==> src/rtl/adc_window_stats.sv <==
// Per-channel average/min/max over windows of 2^LOG2_N ADC samples; result registered 1 cycle after the closing strobe.
// Result held under res_ready_i=0; a new window close overwrites it and sets the sticky overrun flag.
module adc_window_stats #(
  parameter int LOG2_N = 4
) (
  input  logic        clk,
  input  logic        rst_ni,
  input  logic        en_i,
  input  logic        clr_i,
  input  logic        sample_valid_i,
  input  logic [11:0] data0_i,
  input  logic [11:0] data1_i,
  output logic        res_valid_o,
  input  logic        res_ready_i,
  output logic [11:0] avg0_o,
  output logic [11:0] avg1_o,
  output logic [11:0] min0_o,
  output logic [11:0] max0_o,
  output logic [11:0] min1_o,
  output logic [11:0] max1_o,
  output logic        overrun_o
);

  localparam int SW = 12 + LOG2_N;
  // One spare counter bit keeps the width non-zero when LOG2_N is 0.
  localparam int CW = LOG2_N + 1;
  localparam logic [CW-1:0] LAST = CW'((1 << LOG2_N) - 1);

  localparam logic [0:0] ST_IDLE = 1'b0;
  localparam logic [0:0] ST_ACC  = 1'b1;

  logic [0:0]    state_q;
  logic [CW-1:0] cnt_q;
  logic [SW-1:0] sum0_q, sum1_q;
  logic [11:0]   mn0_q, mx0_q, mn1_q, mx1_q;

  logic          take, close, xfer;
  logic [SW-1:0] sum0_n, sum1_n;
  logic [11:0]   mn0_n, mx0_n, mn1_n, mx1_n;

  assign take  = (state_q == ST_ACC) && en_i && !clr_i && sample_valid_i;
  assign close = take && (cnt_q == LAST);
  assign xfer  = res_valid_o && res_ready_i;

  assign sum0_n = sum0_q + SW'(data0_i);
  assign sum1_n = sum1_q + SW'(data1_i);
  assign mn0_n  = (data0_i < mn0_q) ? data0_i : mn0_q;
  assign mx0_n  = (data0_i > mx0_q) ? data0_i : mx0_q;
  assign mn1_n  = (data1_i < mn1_q) ? data1_i : mn1_q;
  assign mx1_n  = (data1_i > mx1_q) ? data1_i : mx1_q;

  always_ff @(posedge clk or negedge rst_ni) begin
    if (!rst_ni) begin
      state_q <= ST_IDLE;
    end else begin
      state_q <= en_i ? ST_ACC : ST_IDLE;
    end
  end

  // Window state restarts on close in the same cycle, so back-to-back strobes roll straight into the next window.
  always_ff @(posedge clk or negedge rst_ni) begin
    if (!rst_ni) begin
      cnt_q  <= '0;
      sum0_q <= '0;
      sum1_q <= '0;
      mn0_q  <= 12'hFFF;
      mx0_q  <= 12'h000;
      mn1_q  <= 12'hFFF;
      mx1_q  <= 12'h000;
    end else if (!en_i || (state_q == ST_IDLE) || clr_i || close) begin
      cnt_q  <= '0;
      sum0_q <= '0;
      sum1_q <= '0;
      mn0_q  <= 12'hFFF;
      mx0_q  <= 12'h000;
      mn1_q  <= 12'hFFF;
      mx1_q  <= 12'h000;
    end else if (take) begin
      cnt_q  <= cnt_q + CW'(1);
      sum0_q <= sum0_n;
      sum1_q <= sum1_n;
      mn0_q  <= mn0_n;
      mx0_q  <= mx0_n;
      mn1_q  <= mn1_n;
      mx1_q  <= mx1_n;
    end
  end

  always_ff @(posedge clk or negedge rst_ni) begin
    if (!rst_ni) begin
      avg0_o <= '0;
      avg1_o <= '0;
      min0_o <= '0;
      max0_o <= '0;
      min1_o <= '0;
      max1_o <= '0;
    end else if (close) begin
      avg0_o <= sum0_n[LOG2_N +: 12];
      avg1_o <= sum1_n[LOG2_N +: 12];
      min0_o <= mn0_n;
      max0_o <= mx0_n;
      min1_o <= mn1_n;
      max1_o <= mx1_n;
    end
  end

  always_ff @(posedge clk or negedge rst_ni) begin
    if (!rst_ni) begin
      res_valid_o <= 1'b0;
      overrun_o   <= 1'b0;
    end else if (clr_i) begin
      res_valid_o <= 1'b0;
      overrun_o   <= 1'b0;
    end else begin
      if (close) begin
        res_valid_o <= 1'b1;
      end else if (xfer) begin
        res_valid_o <= 1'b0;
      end
      if (close && res_valid_o && !res_ready_i) begin
        overrun_o <= 1'b1;
      end
    end
  end

endmodule
==> config.mk <==
export PLATFORM = sky130hd
export DESIGN_NAME = adc_window_stats
export DESIGN_NICKNAME = d
export VERILOG_FILES = /design/src/rtl/adc_window_stats.sv
export SDC_FILE = /design/constraint.sdc
export NUM_CORES = 1
export LEC_CHECK = 0
export BUFFER_PORTS_ARGS = -buffer_cell sky130_fd_sc_hd__buf_2
export CORE_ASPECT_RATIO = 1.2
export CORE_MARGIN = 5
export CORE_UTILIZATION = 55
export DETAILED_ROUTE_END_ITERATION = 8
export GPL_TIMING_DRIVEN = 0
export MAX_ROUTING_LAYER = met4
export PLACE_DENSITY = 0.74
export RECOVER_POWER = 100
export SYNTH_ARGS = -nofsm -noshare
export SYNTH_HDL_FRONTEND = slang
export SYNTH_SLANG_ARGS = --single-unit
==> constraint.sdc <==
create_clock -name clk -period 3.3 [get_ports clk]
set_input_delay 0.825 -clock clk [delete_from_list [all_inputs] [get_ports clk]]
set_output_delay 0.825 -clock clk [all_outputs]
set_load 0.02 [all_outputs]
==> results of run 1 <==
stage by stage:
step                hold WS, ps  setup TNS, ps
finish                      474              0
global route                495              0
CTS                         299              0
detailed placement          460              0
global placement            456        -144200
floorplan                   454              0
routing by layer:
layer | wire length [um] | vias up | share of wire (%)
li1 | - | 3719 | -
met1 | 10600 | 3803 | 43
met2 | 11900 | 256 | 48
met3 | 1160 | 63 | 4.7
met4 | 1050 | 0 | 4.3
met5 | 0 | - | 0
cell type report:
class                      instances  area [um^2]
clock buffer                      17          425
timing repair buffer             103          450
sequential                       160         4030
clock inverter                    15          139
fill                            1452         5870
inverter                          58          218
buffer                            53          214
multi-input combinational        675         4720
tap                              212          265
state kept, by name, indices dropped and copies added (netlist names):
signal       count
sum0_q          16
sum1_q          16
avg0_o          12
avg1_o          12
max0_o          12
max1_o          12
min0_o          12
min1_o          12
mn0_q           12
mn1_q           12
mx0_q           12
mx1_q           12
cnt_q            5
overrun_o        1
res_valid_o      1
state_q          1
kinds of logic (layout without fill, tap and decap cells):
group	Yosys count	after routing	share of synthesized area, %
AO/OA/AOI/OAI	309	309	24.4
AND/OR/NAND/NOR	246	246	12.0
flip-flops	160	160	43.8
buffers and inverters	111	246	4.73
adder cells (fa/ha/maj)	74	74	10.2
XOR/XNOR	25	25	2.38
multiplexers	21	21	2.37
worst max-delay path: stages, from the launching register on:
cell,delay [ps]
dfrtp_1,420
ha_1,230
and3_1,190
ha_1,240
nand3_1,100
clkbuf_1,440
clkbuf_1,500
clkbuf_1,600
o21ai_0,190
path summary, 6_finish.rpt:
check,from,endpoint,depth (start not counted)
hold reg to reg,min0_o[6],min0_o[6],2
min in group asynchronous,rst_ni,max0_o[4],1
max in group asynchronous,rst_ni,mn1_q[4],2
setup reg to reg,cnt_q[0],res_valid_o,8
setup / recovery,cnt_q[0],res_valid_o,8
hold / removal,min0_o[6],min0_o[6],2
cell usage after synthesis, types with 3 or more instances:
master | number | area [um^2]
nor2_1 | 49 | 184
nor3_1 | 15 | 75.1
a22o_1 | 43 | 377
a21o_1 | 20 | 150
o221ai_1 | 18 | 158
o22a_1 | 24 | 210
o221a_2 | 14 | 158
ha_1 | 72 | 901
o21ai_0 | 60 | 300
or2_2 | 3 | 18.8
a31oi_1 | 5 | 31.3
nor2b_1 | 7 | 43.8
mux2i_1 | 15 | 150
o21ai_1 | 3 | 15.0
nand2_1 | 116 | 435
clkbuf_1 | 38 | 143
nand4b_1 | 3 | 26.3
o21a_1 | 10 | 75.1
a21boi_0 | 7 | 52.6
and2_1 | 4 | 25.0
nand3_1 | 13 | 65.1
dfrtp_1 | 136 | 3400
a221oi_1 | 12 | 105
a21oi_1 | 39 | 195
xor2_1 | 10 | 87.6
o211ai_1 | 5 | 37.5
o22ai_1 | 29 | 181
buf_1 | 4 | 15.0
buf_2 | 9 | 45.0
xnor2_1 | 15 | 131
dfstp_2 | 24 | 631
inv_1 | 58 | 218
a211o_1 | 3 | 26.3
nand4_1 | 9 | 56.3
or3_1 | 7 | 43.8
mux2_2 | 6 | 67.6
nand2b_1 | 12 | 75.1
power groups by stage:
stage	Clock [mW]	Combinational (mW)	Sequential, mW
floorplan	0	0.205	2.03
detailed placement	0	0.367	2.04
finish	1.92	0.367	2.00
global placement	0	0.351	2.04
CTS	1.94	0.370	2.00
global route	2.03	0.410	2.00
==> results.md, run 1 <==
* Core Footprint at 16,300 um^2
* Max clock buf depth at 2
* Worst Setup Slack, final at 209 ps
* Net switching power figure at 1.13 mW
* Fin util at 64.1%
* Synthesized area per cell at 9.73 um^2
* Status: finished with violations
* Syn nets at 1,050
* CP Max Fanout at 10
* Die area at 19,400 um^2
* Diodes inserted at 0
* Ys Warns at 0
* Routed WL at 24.7 mm
* Data required time of the worst path at 3570 ps
* Final ANT Viol Nets at 0
* Final setup fails at 0
* Worst slack at placement at 133 ps
* Ys async rst share at 100%
* Gr busiest metal: met2
* H-tree Lvls at 4
* DP Cell Count at 1,261
* Vias after detailed routing at 7,841
* Nets at 1,172
* Hold Vio Cnt, Final at 0
* I/O Buffers at 102
* Minimum clock period at 3090 ps
* Met1 GRT Util at 33.4%
* Slew headroom at -63.1%
* First-pass GRT wire length at 39.9 mm
* Synthesis-to-finish area growth at 13.7%
* Finished Layout Cells at 1,293
* Max-cap violations at 1
* Worst hold path class: register to register
* Post CTS Setup Buffer Count at 0
* Starting Density at 56.3%
* Ys flop type: dfrtp_1
* Tot GR Track Use at 26.8%
* Hpwl dp at 17.6 mm
* Via density per instance at 6.06
* Drt first pass iters at 5
* Post-cts sizing count at 0
* Total design power at 4.29 mW
* CTS tree: built
* Initial antenna violation count at 0
* WP data arrival at 3360 ps
* Post-synthesis cell type count at 57
* Die X at 128 um
* DRC viols at 0
* Share of cells above drive strength 1 at 11.0%
* Unrepaired setup endpoints after global routing: no
* Most frequent cells in the layout: dfrtp_1, clkbuf_1, nand2_1, ha_1, o21ai_0
* Worst skew pair latency at 430 ps
* Clock slew at reported path FFs at 70 ps
* Most common cell after layout, fill and taps aside: dfrtp_1
* Post-cts hold buffer count at 0
* Internal Power at 3.16 mW
* Final instance area at 10,500 um^2
* Critical path class: register to register
* EDFF count, synth at 0
* Cells after Synth at 946
* Met3 usage at 3.40%
* Flip-flop and latch count after synthesis at 160
* Leak pwr at 4.84 nW
* Clock Power Share at 44.7%
* Peak VDD IR at 0.000362 V
* Gr ovfl total at 0
* Synthesized area at 9200 um^2
* FF-to-FF setup slack at 210 ps
* DRT iter0 DRCs at 500
* Seq/Total Area, Yosys at 43.8%
* Clock Sinks at 160
* Max Fclk at 324 MHz
* Largest net degree at the start of global routing at 109
* Failing checks: max-capacitance violations, max-slew violations
* Vias in the first global route at 7,796
* Chip Height at 152 um
* Slew Viols, Final at 53
* Net Sw Frac at 26.4%
* Final critical-path share of the clock period at 93.7%
* Combinational Power Share at 8.6%
* Final Skew at 7.93 ps
* Seq pwr share at 46.7%
* Inserted Clock Buffers at 17
* Global Route met2 Usage at 43.6%
* Setup crit start kind: register
* DP Area at 10,000 um^2
* Number of I/O pins at 104
* Worst slew pin tran at 2450 ps
* Critical path capture point type: register
* Routability Congestion at 0.856
* PD cells at 410 nW/um^2
* FP Rows at 51
* Clk root buf: clkbuf_16
* Average wire per standard cell at 19.1 um
Note: power is estimated with default switching activity, not from simulation.
==> inputs of run 2 (changes only) <==
--- a/config.mk
+++ b/config.mk
@@ -5,7 +5,7 @@
 export SDC_FILE = /design/constraint.sdc
 export NUM_CORES = 1
 export LEC_CHECK = 0
-export BUFFER_PORTS_ARGS = -buffer_cell sky130_fd_sc_hd__buf_2
+export BUFFER_PORTS_ARGS = -buffer_cell sky130_fd_sc_hd__clkbuf_2
 export CORE_ASPECT_RATIO = 1.2
 export CORE_MARGIN = 5
 export CORE_UTILIZATION = 55
==> results.md, run 2 (synthesized netlist as in run 1, its figures left out) <==
* Status: finished with violations
* Failing checks: max-capacitance violations, max-slew violations
* Slew headroom at -18.7% (+44 points)
* Tot GR Track Use at 27.0% (+0.23 points)
* Chip Height at 152 um (unchanged)
* Initial antenna violation count at 0 (unchanged)
* Number of I/O pins at 104 (unchanged)
* Setup tns final at 0 ps (unchanged)
* Hpwl dp at 17.3 mm (-1.4%)
* Worst hold path class: register to register
* Vias after detailed routing at 7,872 (+0.40%)
* H-tree Lvls at 4 (unchanged)
* Leak pwr at 4.87 nW (+0.48%)
* Finished Layout Cells at 1,293 (unchanged)
* Via density per instance at 6.09 (+0.40%)
* Clock slew at reported path FFs at 70 ps (about the same)
* Final setup fails at 0 (unchanged)
* Max clock buf depth at 2 (unchanged)
* Diodes inserted at 0 (unchanged)
* CP Max Fanout at 10 (unchanged)
* Max-cap violations at 1 (unchanged)
* Nets at 1,172 (unchanged)
* Hold Vio Cnt, Final at 0 (unchanged)
* Post-cts sizing count at 0 (unchanged)
* Final critical-path share of the clock period at 91.7% (-1.9 points)
* Data required time of the worst path at 3670 ps (+100 ps)
* Vias in the first global route at 7,761 (-0.45%)
* Area of the multi-input gates at 4720 um^2 (unchanged)
* DP Cell Count at 1,261 (unchanged)
* Post-cts hold buffer count at 0 (unchanged)
* WP data arrival at 3400 ps (+40 ps)
* Hold WS at 475 ps (+0.670 ps)
* Final Skew at 6.45 ps (-1.48 ps)
* Critical path capture point type: register
* Unrepaired setup endpoints after global routing: no
* Starting Density at 56.3% (unchanged)
* Most common cell after layout, fill and taps aside: dfrtp_1
* Inserted Clock Buffers at 17 (unchanged)
* Share of cells above drive strength 1 at 10.7% (-0.28 points)
* CTS tree: built
* DRC viols at 0 (unchanged)
* Fill count at 1,425 (-1.9%)
* Worst skew pair latency at 430 ps (about the same)
* DP Area at 10,000 um^2 (about the same)
* First-pass GRT wire length at 40.1 mm (+0.57%)
* Clk root buf: clkbuf_16
* Largest net degree at the start of global routing at 93 (-15%)
* Gr ovfl total at 0 (unchanged)
* Post CTS Setup Buffer Count at 0 (unchanged)
* Routability Congestion at 0.857 (+0.11%)
* Worst slew pin tran at 1780 ps (-666 ps)
* Slew Viols, Final at 69 (+30%)
* DRT iter0 DRCs at 553 (+11%)
* Final instance area at 10,500 um^2 (+0.30%)
* FP Rows at 51 (unchanged)
* Max Fclk at 330 MHz (+2.1%)
* Critical path class: input pin to register
* Register Area at 4030 um^2 (unchanged)
* Average wire per standard cell at 19.1 um (about the same)
* Final ANT Viol Nets at 0 (unchanged)
* Setup crit start kind: input pin
* Routed WL at 24.7 mm (about the same)
* Drt first pass iters at 5 (unchanged)
* Die X at 128 um (unchanged)
* Fin util at 64.2% (+0.19 points)
* Core Footprint at 16,300 um^2 (unchanged)
* I/O Buffers at 102 (unchanged)
* Clock Sinks at 160 (unchanged)
* Minimum clock period at 3030 ps (-63.8 ps)
* PD cells at 424 nW/um^2 (+3.4%)
* Die area at 19,400 um^2 (unchanged)
* Largest regs: sum0_q: 16 flops, sum1_q: 16 flops
* Peak VDD IR at 0.000354 V (-2.4%)
* Synthesis-to-finish area growth at 14.1%
* Most frequent cells in the layout: dfrtp_1, clkbuf_1, nand2_1, ha_1, o21ai_0
[run 2: final cells by class]
type / count / share of cell area [%]
repair buffers: 103 / 4.20
inverters: 58 / 2.07
plain buffers: 53 / 2.04
well taps: 212 / 2.53
multi-input cells: 675 / 45.0
clock buffers: 20 / 4.16
clock inverters: 12 / 1.61
flip-flops and latches: 160 / 38.4
[run 2: critical path, stage by stage]
cell	delay [ps]
clkbuf_1	480
ha_1	260
nand3_1	90
or3_1	370
o221ai_1	390
a21oi_1	210
nand2_1	150
clkbuf_1	400
o22a_1	210
[run 2: per-stage QoR]
stage                     worst slack (ps)  total power [mW]
after global routing                  78.4              4.60
after detailed placement               113              2.40
after global placement               -1480              2.39
final                                  273              4.45
after floorplan                        633              2.24
after CTS                              283              4.46
[run 2: report_power, final]
group	switching, mW	leakage [nW]	internal (mW)
Clock	0.817	0.294	1.26
Combinational	0.242	2.43	0.123
Sequential	0.0176	2.15	1.99
Total	1.08	4.87	3.37
[run 2: metal layers]
metal | GRT usage [%] | part of all wire (%)
met5 | - | 0
met4 | 11.7 | 3.7
met3 | 4.17 | 5.3
met2 | 43.8 | 49
met1 | 33.8 | 42
[run 2: path summary, 6_finish.rpt]
path / slack [ps] / end / depth (start not counted) / startpoint
worst max-delay path: 270 / mn1_q[8] / 9 / data1_i[9]
worst min-delay path: 470 / avg1_o[0] / 2 / avg1_o[0]
worst max register to register: 280 / res_valid_o / 8 / cnt_q[0]
worst min register to register: 470 / avg1_o[0] / 2 / avg1_o[0]
max in group asynchronous: 1200 / mn1_q[3] / 2 / rst_ni
min in group asynchronous: 870 / max0_o[4] / 1 / rst_ni
